$ cat src/rtl/bitcol_pkg.sv
// Shared types and helpers for the bit-column issue scheduler.
`default_nettype none

package bitcol_pkg;

    localparam int VEC   = 8;
    localparam int LANES = VEC / 2;

    typedef enum logic [1:0] {
        IDLE = 2'd0,
        CLO  = 2'd1,
        CHI  = 2'd2,
        COLS = 2'd3
    } state_t;

    typedef enum logic [1:0] {
        COL_SKIP  = 2'd0,
        COL_ONES  = 2'd1,
        COL_ISSUE = 2'd2
    } col_type_t;

    function automatic logic [3:0] popcount8(input logic [7:0] v);
        logic [3:0] n;
        n = '0;
        for (int i = 0; i < 8; i++) begin
            n = n + {3'b000, v[i]};
        end
        return n;
    endfunction

    // Only the low six columns may go to the constant path; column 7 is the sign.
    function automatic col_type_t classify(input int c, input logic [3:0] pop);
        if (pop == 4'd0) begin
            return COL_SKIP;
        end
        if (c <= 5 && pop == 4'd8) begin
            return COL_ONES;
        end
        return COL_ISSUE;
    endfunction

    function automatic logic [2:0] lowest_idx(input logic [7:0] m);
        logic [2:0] idx;
        idx = '0;
        for (int i = 7; i >= 0; i--) begin
            if (m[i]) begin
                idx = 3'(i);
            end
        end
        return idx;
    endfunction

endpackage

`default_nettype wire

$ cat src/rtl/lane_assign.sv
// Greedy mapping of a selected-activation set (at most 4 members) onto 4 mux lanes.
`default_nettype none

module lane_assign
    import bitcol_pkg::*;
#(
    parameter int SEL_W = 3
) (
    input  logic [7:0]             set_mask,
    output logic [LANES*SEL_W-1:0] act_sel,
    output logic [LANES-1:0]       act_val
);

    int prev;
    int m;

    // Lane m can reach act[m..m+4], so each member goes to the lowest lane that
    // both reaches it and lies above the previously used lane.
    always_comb begin
        act_sel = '0;
        act_val = '0;
        prev    = -1;
        m       = 0;
        for (int i = 0; i < 8; i++) begin
            if (set_mask[i]) begin
                m = ((i - 4) > (prev + 1)) ? (i - 4) : (prev + 1);
                if (m >= 0 && m < LANES) begin
                    act_val[m[1:0]]                      = 1'b1;
                    act_sel[m[1:0]*SEL_W +: SEL_W]       = SEL_W'(i - m);
                end
                prev = m;
            end
        end
    end

endmodule

`default_nettype wire

$ cat src/rtl/bitcol_sched_vert_8.sv
// Issue stage for the vertical MAC: walks weight bit columns of one group and
// emits one registered MAC command per cycle.
`default_nettype none

module bitcol_sched_vert_8
    import bitcol_pkg::*;
#(
    parameter int DATA_WIDTH    = 8,
    parameter int VEC_LENGTH    = 8,
    parameter int MUX_SEL_WIDTH = $clog2(VEC_LENGTH),
    parameter int SUM_ACT_WIDTH = $clog2(VEC_LENGTH) + DATA_WIDTH
) (
    input  logic                             clk,
    input  logic                             reset,
    input  logic                             in_valid,
    output logic                             in_ready,
    input  logic [DATA_WIDTH*VEC_LENGTH-1:0] w_in,
    input  logic [DATA_WIDTH*VEC_LENGTH-1:0] act_in,
    output logic [DATA_WIDTH*VEC_LENGTH-1:0] act,
    output logic [MUX_SEL_WIDTH*LANES-1:0]   act_sel,
    output logic [LANES-1:0]                 act_val,
    output logic [SUM_ACT_WIDTH-1:0]         sum_act,
    output logic [2:0]                       mul_const,
    output logic                             is_shift_mul,
    output logic [2:0]                       column_idx,
    output logic                             is_msb,
    output logic                             is_skip_zero,
    output logic                             en,
    output logic                             load_accum,
    output logic                             group_done
);

    state_t state;
    state_t nxt_state;

    logic [7:0] col_r [8];
    logic [3:0] pop_r [8];
    logic [2:0] hi_r;
    logic [7:0] pend_r;
    logic       hi_pend_r;

    logic [7:0]                      f_col [8];
    logic [3:0]                      f_pop [8];
    logic [7:0]                      f_ones;
    logic [2:0]                      f_lo;
    logic [2:0]                      f_hi;
    logic [7:0]                      f_pend;
    logic signed [SUM_ACT_WIDTH-1:0] f_sum;

    logic       accept;
    logic       issue;
    logic       fresh;
    logic       last;
    logic [2:0] cur_col;
    logic [7:0] nxt_pend;
    logic       nxt_hi_pend;

    logic [7:0]                     col_vec;
    logic [3:0]                     col_pop;
    logic                           col_skip;
    logic [7:0]                     set_mask;
    logic [2:0]                     nx_mul;
    logic                           nx_shift;
    logic [2:0]                     nx_col;
    logic                           nx_msb;
    logic                           nx_skip;
    logic                           nx_lanes;
    logic [MUX_SEL_WIDTH*LANES-1:0] la_sel;
    logic [LANES-1:0]               la_val;

    assign in_ready = (state == IDLE) || group_done;
    assign accept   = in_valid && in_ready;

    // Transpose the offered weights into bit columns and classify each column.
    always_comb begin
        f_ones = '0;
        f_pend = '0;
        f_sum  = '0;
        for (int c = 0; c < 8; c++) begin
            f_col[c] = '0;
            for (int i = 0; i < 8; i++) begin
                f_col[c][i] = w_in[i*DATA_WIDTH + c];
            end
            f_pop[c] = popcount8(f_col[c]);
            case (classify(c, f_pop[c]))
                COL_ONES:  f_ones[c] = 1'b1;
                COL_ISSUE: f_pend[c] = 1'b1;
                default:   ;
            endcase
        end
        for (int i = 0; i < VEC_LENGTH; i++) begin
            f_sum = f_sum + SUM_ACT_WIDTH'($signed(act_in[i*DATA_WIDTH +: DATA_WIDTH]));
        end
    end

    assign f_lo = f_ones[2:0];
    assign f_hi = f_ones[5:3];

    always_ff @(posedge clk or negedge reset) begin
        if (!reset) begin
            state <= IDLE;
        end else begin
            state <= nxt_state;
        end
    end

    // Next issue: continue the stored group, else start a fresh one on accept.
    // Empty stages are skipped here so consecutive issues never leave a bubble.
    always_comb begin
        nxt_state   = IDLE;
        issue       = 1'b0;
        fresh       = 1'b0;
        cur_col     = 3'd0;
        nxt_pend    = pend_r;
        nxt_hi_pend = hi_pend_r;
        if (!in_ready) begin
            issue = 1'b1;
            if (hi_pend_r) begin
                nxt_state   = CHI;
                nxt_hi_pend = 1'b0;
            end else begin
                nxt_state         = COLS;
                cur_col           = lowest_idx(pend_r);
                nxt_pend[cur_col] = 1'b0;
            end
        end else if (accept) begin
            issue       = 1'b1;
            fresh       = 1'b1;
            nxt_pend    = f_pend;
            nxt_hi_pend = (f_hi != 3'd0);
            // An all-zero group still issues once through CLO with a zero mask.
            if (f_lo != 3'd0 || (f_hi == 3'd0 && f_pend == 8'd0)) begin
                nxt_state = CLO;
            end else if (f_hi != 3'd0) begin
                nxt_state   = CHI;
                nxt_hi_pend = 1'b0;
            end else begin
                nxt_state         = COLS;
                cur_col           = lowest_idx(f_pend);
                nxt_pend[cur_col] = 1'b0;
            end
        end
        last = issue && !nxt_hi_pend && (nxt_pend == 8'd0);
    end

    always_comb begin
        col_vec  = fresh ? f_col[cur_col] : col_r[cur_col];
        col_pop  = fresh ? f_pop[cur_col] : pop_r[cur_col];
        col_skip = (col_pop <= 4'd4);
        set_mask = col_skip ? col_vec : ~col_vec;
        nx_mul   = 3'd0;
        nx_shift = 1'b0;
        nx_col   = 3'd0;
        nx_msb   = 1'b0;
        nx_skip  = 1'b1;
        nx_lanes = 1'b0;
        case (nxt_state)
            CLO: nx_mul = f_lo;
            CHI: begin
                nx_mul   = fresh ? f_hi : hi_r;
                nx_shift = 1'b1;
            end
            COLS: begin
                nx_col   = cur_col;
                nx_msb   = (cur_col == 3'd7);
                nx_skip  = col_skip;
                nx_lanes = 1'b1;
            end
            default: ;
        endcase
    end

    lane_assign #(
        .SEL_W (MUX_SEL_WIDTH)
    ) u_lane_assign (
        .set_mask (set_mask),
        .act_sel  (la_sel),
        .act_val  (la_val)
    );

    always_ff @(posedge clk or negedge reset) begin
        if (!reset) begin
            act          <= '0;
            sum_act      <= '0;
            hi_r         <= '0;
            pend_r       <= '0;
            hi_pend_r    <= 1'b0;
            for (int c = 0; c < 8; c++) begin
                col_r[c] <= '0;
                pop_r[c] <= '0;
            end
            act_sel      <= '0;
            act_val      <= '0;
            mul_const    <= '0;
            is_shift_mul <= 1'b0;
            column_idx   <= '0;
            is_msb       <= 1'b0;
            is_skip_zero <= 1'b0;
            en           <= 1'b0;
            load_accum   <= 1'b0;
            group_done   <= 1'b0;
        end else begin
            en        <= issue;
            pend_r    <= nxt_pend;
            hi_pend_r <= nxt_hi_pend;
            if (fresh) begin
                act     <= act_in;
                sum_act <= f_sum;
                hi_r    <= f_hi;
                for (int c = 0; c < 8; c++) begin
                    col_r[c] <= f_col[c];
                    pop_r[c] <= f_pop[c];
                end
            end
            if (issue) begin
                act_sel      <= nx_lanes ? la_sel : '0;
                act_val      <= nx_lanes ? la_val : '0;
                mul_const    <= nx_mul;
                is_shift_mul <= nx_shift;
                column_idx   <= nx_col;
                is_msb       <= nx_msb;
                is_skip_zero <= nx_skip;
                load_accum   <= fresh;
                group_done   <= last;
            end
        end
    end

endmodule

`default_nettype wire

$ cat config.mk
export PLATFORM = sky130hd
export DESIGN_NAME = bitcol_sched_vert_8
export DESIGN_NICKNAME = d
export VERILOG_FILES = /design/src/rtl/bitcol_pkg.sv /design/src/rtl/lane_assign.sv /design/src/rtl/bitcol_sched_vert_8.sv
export SDC_FILE = /design/constraint.sdc
export NUM_CORES = 1
export LEC_CHECK = 0
export ABC_AREA = 1
export ABC_CLOCK_PERIOD_IN_PS = 10600
export CORE_MARGIN = 3
export CORE_UTILIZATION = 35
export CTS_CLUSTER_DIAMETER = 200
export DETAILED_ROUTE_END_ITERATION = 10
export GPL_TIMING_DRIVEN = 0
export PLACE_DENSITY = 0.61
export SYNTH_ARGS = -nofsm -noshare
export SYNTH_HDL_FRONTEND = slang
export SYNTH_SLANG_ARGS = --single-unit
$ cat constraint.sdc
create_clock -name clk -period 10.6 [get_ports clk]
set_input_delay 2.12 -clock clk [delete_from_list [all_inputs] [get_ports clk]]
set_output_delay 2.12 -clock clk [all_outputs]
set_load 0.02 [all_outputs]
After elaboration in Yosys (flattened, before gate mapping):

Cells that the tools add are included.

* add/sub/neg operators: 84
* multiply operators: 7
* $lt $le $gt $ge: 41
* eq/ne operators: 24
* shift-type cells: 14
* multiplexer cells: 196
* bitwise gates (word level): 14
* reduce and logical (&&, ||, !) cells: 37

Operators by type and width (number)
* 2-to-1 mux 32 bit: 14
* negator 4 -> 34 bit: 7
* variable shift 3 x 34 -> 12 bit (first input constant): 7
* indexed part select 3 x 34 -> 12 bit: 7
* adder 32 x 2 -> 32 bit (second input constant): 7
* greater-or-equal comparator 32 x 1 -> 1 bit (second input constant): 7
* less-than comparator 32 x 4 -> 1 bit (second input constant): 7
* 2-to-1 mux 12 bit: 15
* adder 4 x 1 -> 4 bit: 32
* > comparator 3 x 32 -> 1 bit (first input constant): 3
* 2-to-1 mux 8 bit: 11
* 2-to-1 mux 3 bit: 29
* 2-to-1 mux 4 bit: 20
* bitwise mux 12 bit: 6
* > comparator 1 x 32 -> 1 bit (first input constant): 2
* > comparator 2 x 32 -> 1 bit (first input constant): 2
* 2-to-1 mux 2 bit: 31
* 2-to-1 mux 1 bit: 56
* binary-select mux 8 bit (select 3 bit): 2
* adder 11 x 8 -> 11 bit: 4
* adder 3 x 1 -> 4 bit: 8
* zero test 4 bit: 8
* multiplier 2 x 2 -> 4 bit (second input constant): 7
* adder 2 x 1 -> 3 bit: 8
* other kinds (34): 117

* flip-flop bits (word level): 213

Logic depth before layout (Yosys ltp):

* depth in word-level cells: 71
* gate-level depth with buffers: 101

By module:

A second synthesis with hierarchy kept.

* cell total of the unflattened synthesis: 2333
* area, all modules: 17182.7 µm²

By module, submodules not included
* bitcol_sched_vert_8: instances 1, cells each 1672, area an instance 13366.6 µm², seq. area each 5330.1 µm²
* lane_assign: instances 1, cells each 661, area an instance 3816.2 µm², seq. area each 0.0 µm²

Worst setup path before layout:

Ideal clock, no wire load.

* kind: input to register
* from: input w_in[3]
* to: register act_sel[3]
* arrival time: 15016 ps
* data required time: 10535 ps
* slack: -4481 ps
* stages on the path: 92
* cell sequence: fa_1 -> inv_1 -> fa_1 -> fa_1 -> inv_1 -> ha_1 -> fa_1 -> nor2_1 -> inv_1 -> nor2_1 -> nand2_1 -> nor2_2 -> nand3_1 -> nand4_1 -> inv_2 -> nand3_2 -> nand2_4 -> inv_2 -> (+56 left out) -> nand2_1 -> nand2_1 -> nand2_1 -> nor2_1 -> nand2_1 -> nor2_2 -> nand3_2 -> nand2_4 -> nand2_4 -> nand2_1 -> inv_1 -> ha_1 -> inv_1 -> nor2_2 -> nand3_1 -> nand2_1 -> nand3_1 -> nand2_1

RTL lines
* start: declaration: RTL line bitcol_sched_vert_8.sv:17 `input logic [DATA_WIDTH*VEC_LENGTH-1:0] w_in,`
* end signal: assignment: RTL line bitcol_sched_vert_8.sv:216 `act_sel <= nx_lanes ? la_sel : '0;`
* end: declaration: RTL line bitcol_sched_vert_8.sv:20 `output logic [MUX_SEL_WIDTH*LANES-1:0] act_sel,`

==> results.toml <==
[status]
failed_checks = "negative setup slack"
status = "finished, violations left"

[setup_path]
cp.arrival_ns = 14.26
reg2reg_from = "pend_r[0]"
crit_type = "in -> reg"
critPathRequiredTime_ns = 11.03
crit_path_end_kind = "flop"
critPathTopFamily = "simple AND/OR/NAND/NOR gates"
cpPeakStageDelay_ns = 0.58
slowest_stage = "fa_2"
startpoint_type = "primary input"
regToRegEndpoint = "act_val[2]"
worstSetupPathDepth = 86
regToRegSetupSlack_ns = 0.21
reg2reg_depth = 70
worst-path-buf-inv = 19
cp_max_fo = 8
cpMostUsedCell = "nand2_4"

[synth]
synthesis.area_um2 = 17270
synth_seq_cells = 213
synth_edf_count = 0
synth_fa_ha_area_share_pct = 16.72
synth.area.mux_share_pct = 0
ys_types = 66
synth_flop_cell = "dfrtp_1"
synth_top_family_by_area = "simple AND/OR/NAND/NOR gates"
async_flop_share_pct = 100.0
synth_compound_area_share_pct = 11.69
synth_seq_area_share_pct = 30.87
avgSynthCellArea_um2 = 7.426
yosys.area_share.simple_pct = 29.83
yosys_warnings = 0
synthXorXnorAreaFrac_pct = 1.007
postSynthCellCount = 2325
synth_nets = 2637

[clock_tree]
clkSinkCount = 213
cts_tree = "yes"
htree_levels = 1
cts_root_buf = "clkbuf_16"
numCtsBuffers = 28
insertion_delay_ns = 0.60
cts_buffer_depth = 3
clk_pin_slew_worst_paths_ns = 0.06

[job]
cap_viol_max_count = 0

[place]
gp_congestion = 0.9213
placed_area_um2 = 20850
place_hpwl_um = 49310
io_buffer_count = 234
post-place-ws_ns = -5.817

[layout]
fillers = 4662
antenna_cells = 0
final_area_um2 = 24020
finalNetCount = 3036
syn2layout_area_growth_pct = 39.09
drive_above_1_share_pct = 20.44

[drt]
totalWireLength_um = 64510
antenna_left = 0
avgViaCountPerCell = 5.127
first_pass_iters = 5
detail_route.wl_per_cell_um = 18.97
drcViolationCount = 0
via_count = 17438
dr.first_iter.drc_count = 1171

[floorplan]
die_y_um = 228.1
initial_core_util_pct = 35.79
ios = 235
die_area_um2 = 52030
rows = 80
die_x_um = 228.1
core_area_um2 = 48250

[worst_hold_path]
holdPathStages = 2
hp-class = "reg -> reg"
min_to = "pop_r[8]"
min_from = "pop_r[8]"

[timing]
fmax_ghz = 0.07230
fin_skew_ns = 0.06020
layout_setup_ws_ns = -3.232
min_period_ns = 13.83
final_max_slew_viol_count = 0
tightestPinTransition_ns = 1.149
maxSlewHeadroom_pct = 21.40
hold_viol = 0
fin_crit_sh_pct = 130.5
setup_violations = 16
grt_setup_unrepaired = "yes"

[global_route]
grt_antenna_before_repair = 1
grt_overflow = 0
grt_pass1_wl_um = 100400
grt_pass1_vias = 17716
grt_usage_pct = 24.15
grt_max_degree = 81
state kept, by name, indices dropped and copies added, names as in the netlist:
name,count
en,1
column_idx,3
is_msb,1
mul_const,3
group_done,1
hi_r,3
act_sel,12
act_val,4
state,2
col_r,64
act,64
sum_act,11
pop_r,32
hi_pend_r,1
is_shift_mul,1
pend_r,8
is_skip_zero,1
load_accum,1
Yosys cell counts (all sizes together), types with 4 or more instances:
master | n | share of area [%]
o2111ai | 11 | 0.56
a31oi | 22 | 0.80
o41ai | 4 | 0.20
dfrtp | 213 | 31
nand3 | 180 | 5.9
ha | 98 | 7.1
or2 | 4 | 0.16
nand2 | 731 | 17
o221ai | 15 | 0.76
fa | 83 | 9.6
nor3 | 10 | 0.29
a21oi | 46 | 1.4
nand4 | 39 | 1.4
o21bai | 4 | 0.17
o211ai | 8 | 0.35
xnor2 | 5 | 0.25
buf | 26 | 1.2
o21ai | 199 | 5.9
xor2 | 14 | 0.75
o311ai | 4 | 0.20
inv | 334 | 7.3
o31ai | 12 | 0.52
nor2 | 170 | 4.4
clkbuf | 57 | 1.3
nor4 | 7 | 0.25
repair_timing:
item / CTS / global route
gates cloned: 1 / 0
hold buffers: 0 / 0
resized for setup: 302 / 98
endpoints found under the setup margin: 16 / 16
pin swaps: 132 / 85
setup buffers: 100 / 34
per-stage QoR:
step / instances / util (%) / hold WS (ns) / setup TNS [ns]
floorplan: 2325 / - / 0.4366 / -44.83
global placement: 3215 / 43.09 / 0.4505 / -507.61
detailed placement: 3217 / 43.21 / 0.4570 / -90.61
CTS: 3367 / 48.48 / 0.4710 / -46.91
global route: 3401 / 49.78 / 0.4838 / -60.44
finish: 3401 / 49.78 / 0.4711 / -49.74
per-layer routing:
metal	GRT usage (%)	part of all wire (%)
met1	32.18	43
met2	40.54	47
met3	4.117	6.5
met4	6.650	2.7
met5	0	0
cell families (layout without fill, tap and decap cells):
group           count (synthesis)  in the layout
flops                         213            213
buf+inv                       420            840
fa+ha+maj                     181            181
simple gates                 1149           1149
xor+xnor                       19             19
compound gates                343            343
layout by cell type (no fill, tap or decap), types with 14 or more instances in the layout:
cell               n
fa_1              77
dfrtp_1          213
nor2_1           123
buf_4            137
nand3_1          141
inv_1            278
buf_8             14
nand2_1          641
a31oi_1           20
clkbuf_16         37
ha_4              17
clkdlybuf4s50_1  207
inv_2             45
ha_1              72
nor2_2            17
o21ai_0          170
clkbuf_1          48
nand3_2           31
nand2_2           48
nor2_4            29
nand2_4           33
buf_6             16
nand4_1           38
a21oi_1           38
worst min-delay path: stages (launching register included):
cell and delay [ns]:
dfrtp_1 0.34, nand2_1 0.05, nand2_1 0.05
worst max-delay path by stage:
stage	end	startpoint
global placement	act_val[2]	w_in[3]
detailed placement	act_val[2]	w_in[7]
finish	act_val[2]	w_in[12]
floorplan	act_sel[3]	w_in[3]
global route	act_sel[3]	w_in[31]
CTS	act_sel[8]	w_in[10]
cell type report:
class | instances | area [µm²] | share of cell area (%)
sequential | 213 | 5330 | 22.19
inverter | 336 | 1334 | 5.554
buffer | 82 | 688.2 | 2.865
timing repair buffer | 371 | 3443 | 14.34
tap | 656 | 820.8 | 3.418
clock inverter | 16 | 264.0 | 1.099
multi-input combinational | 1692 | 11370 | 47.34
clock buffer | 35 | 767.0 | 3.194
Power is not shown: default switching activity piles up to over one toggle a cycle in this logic, so the estimate is an artifact.
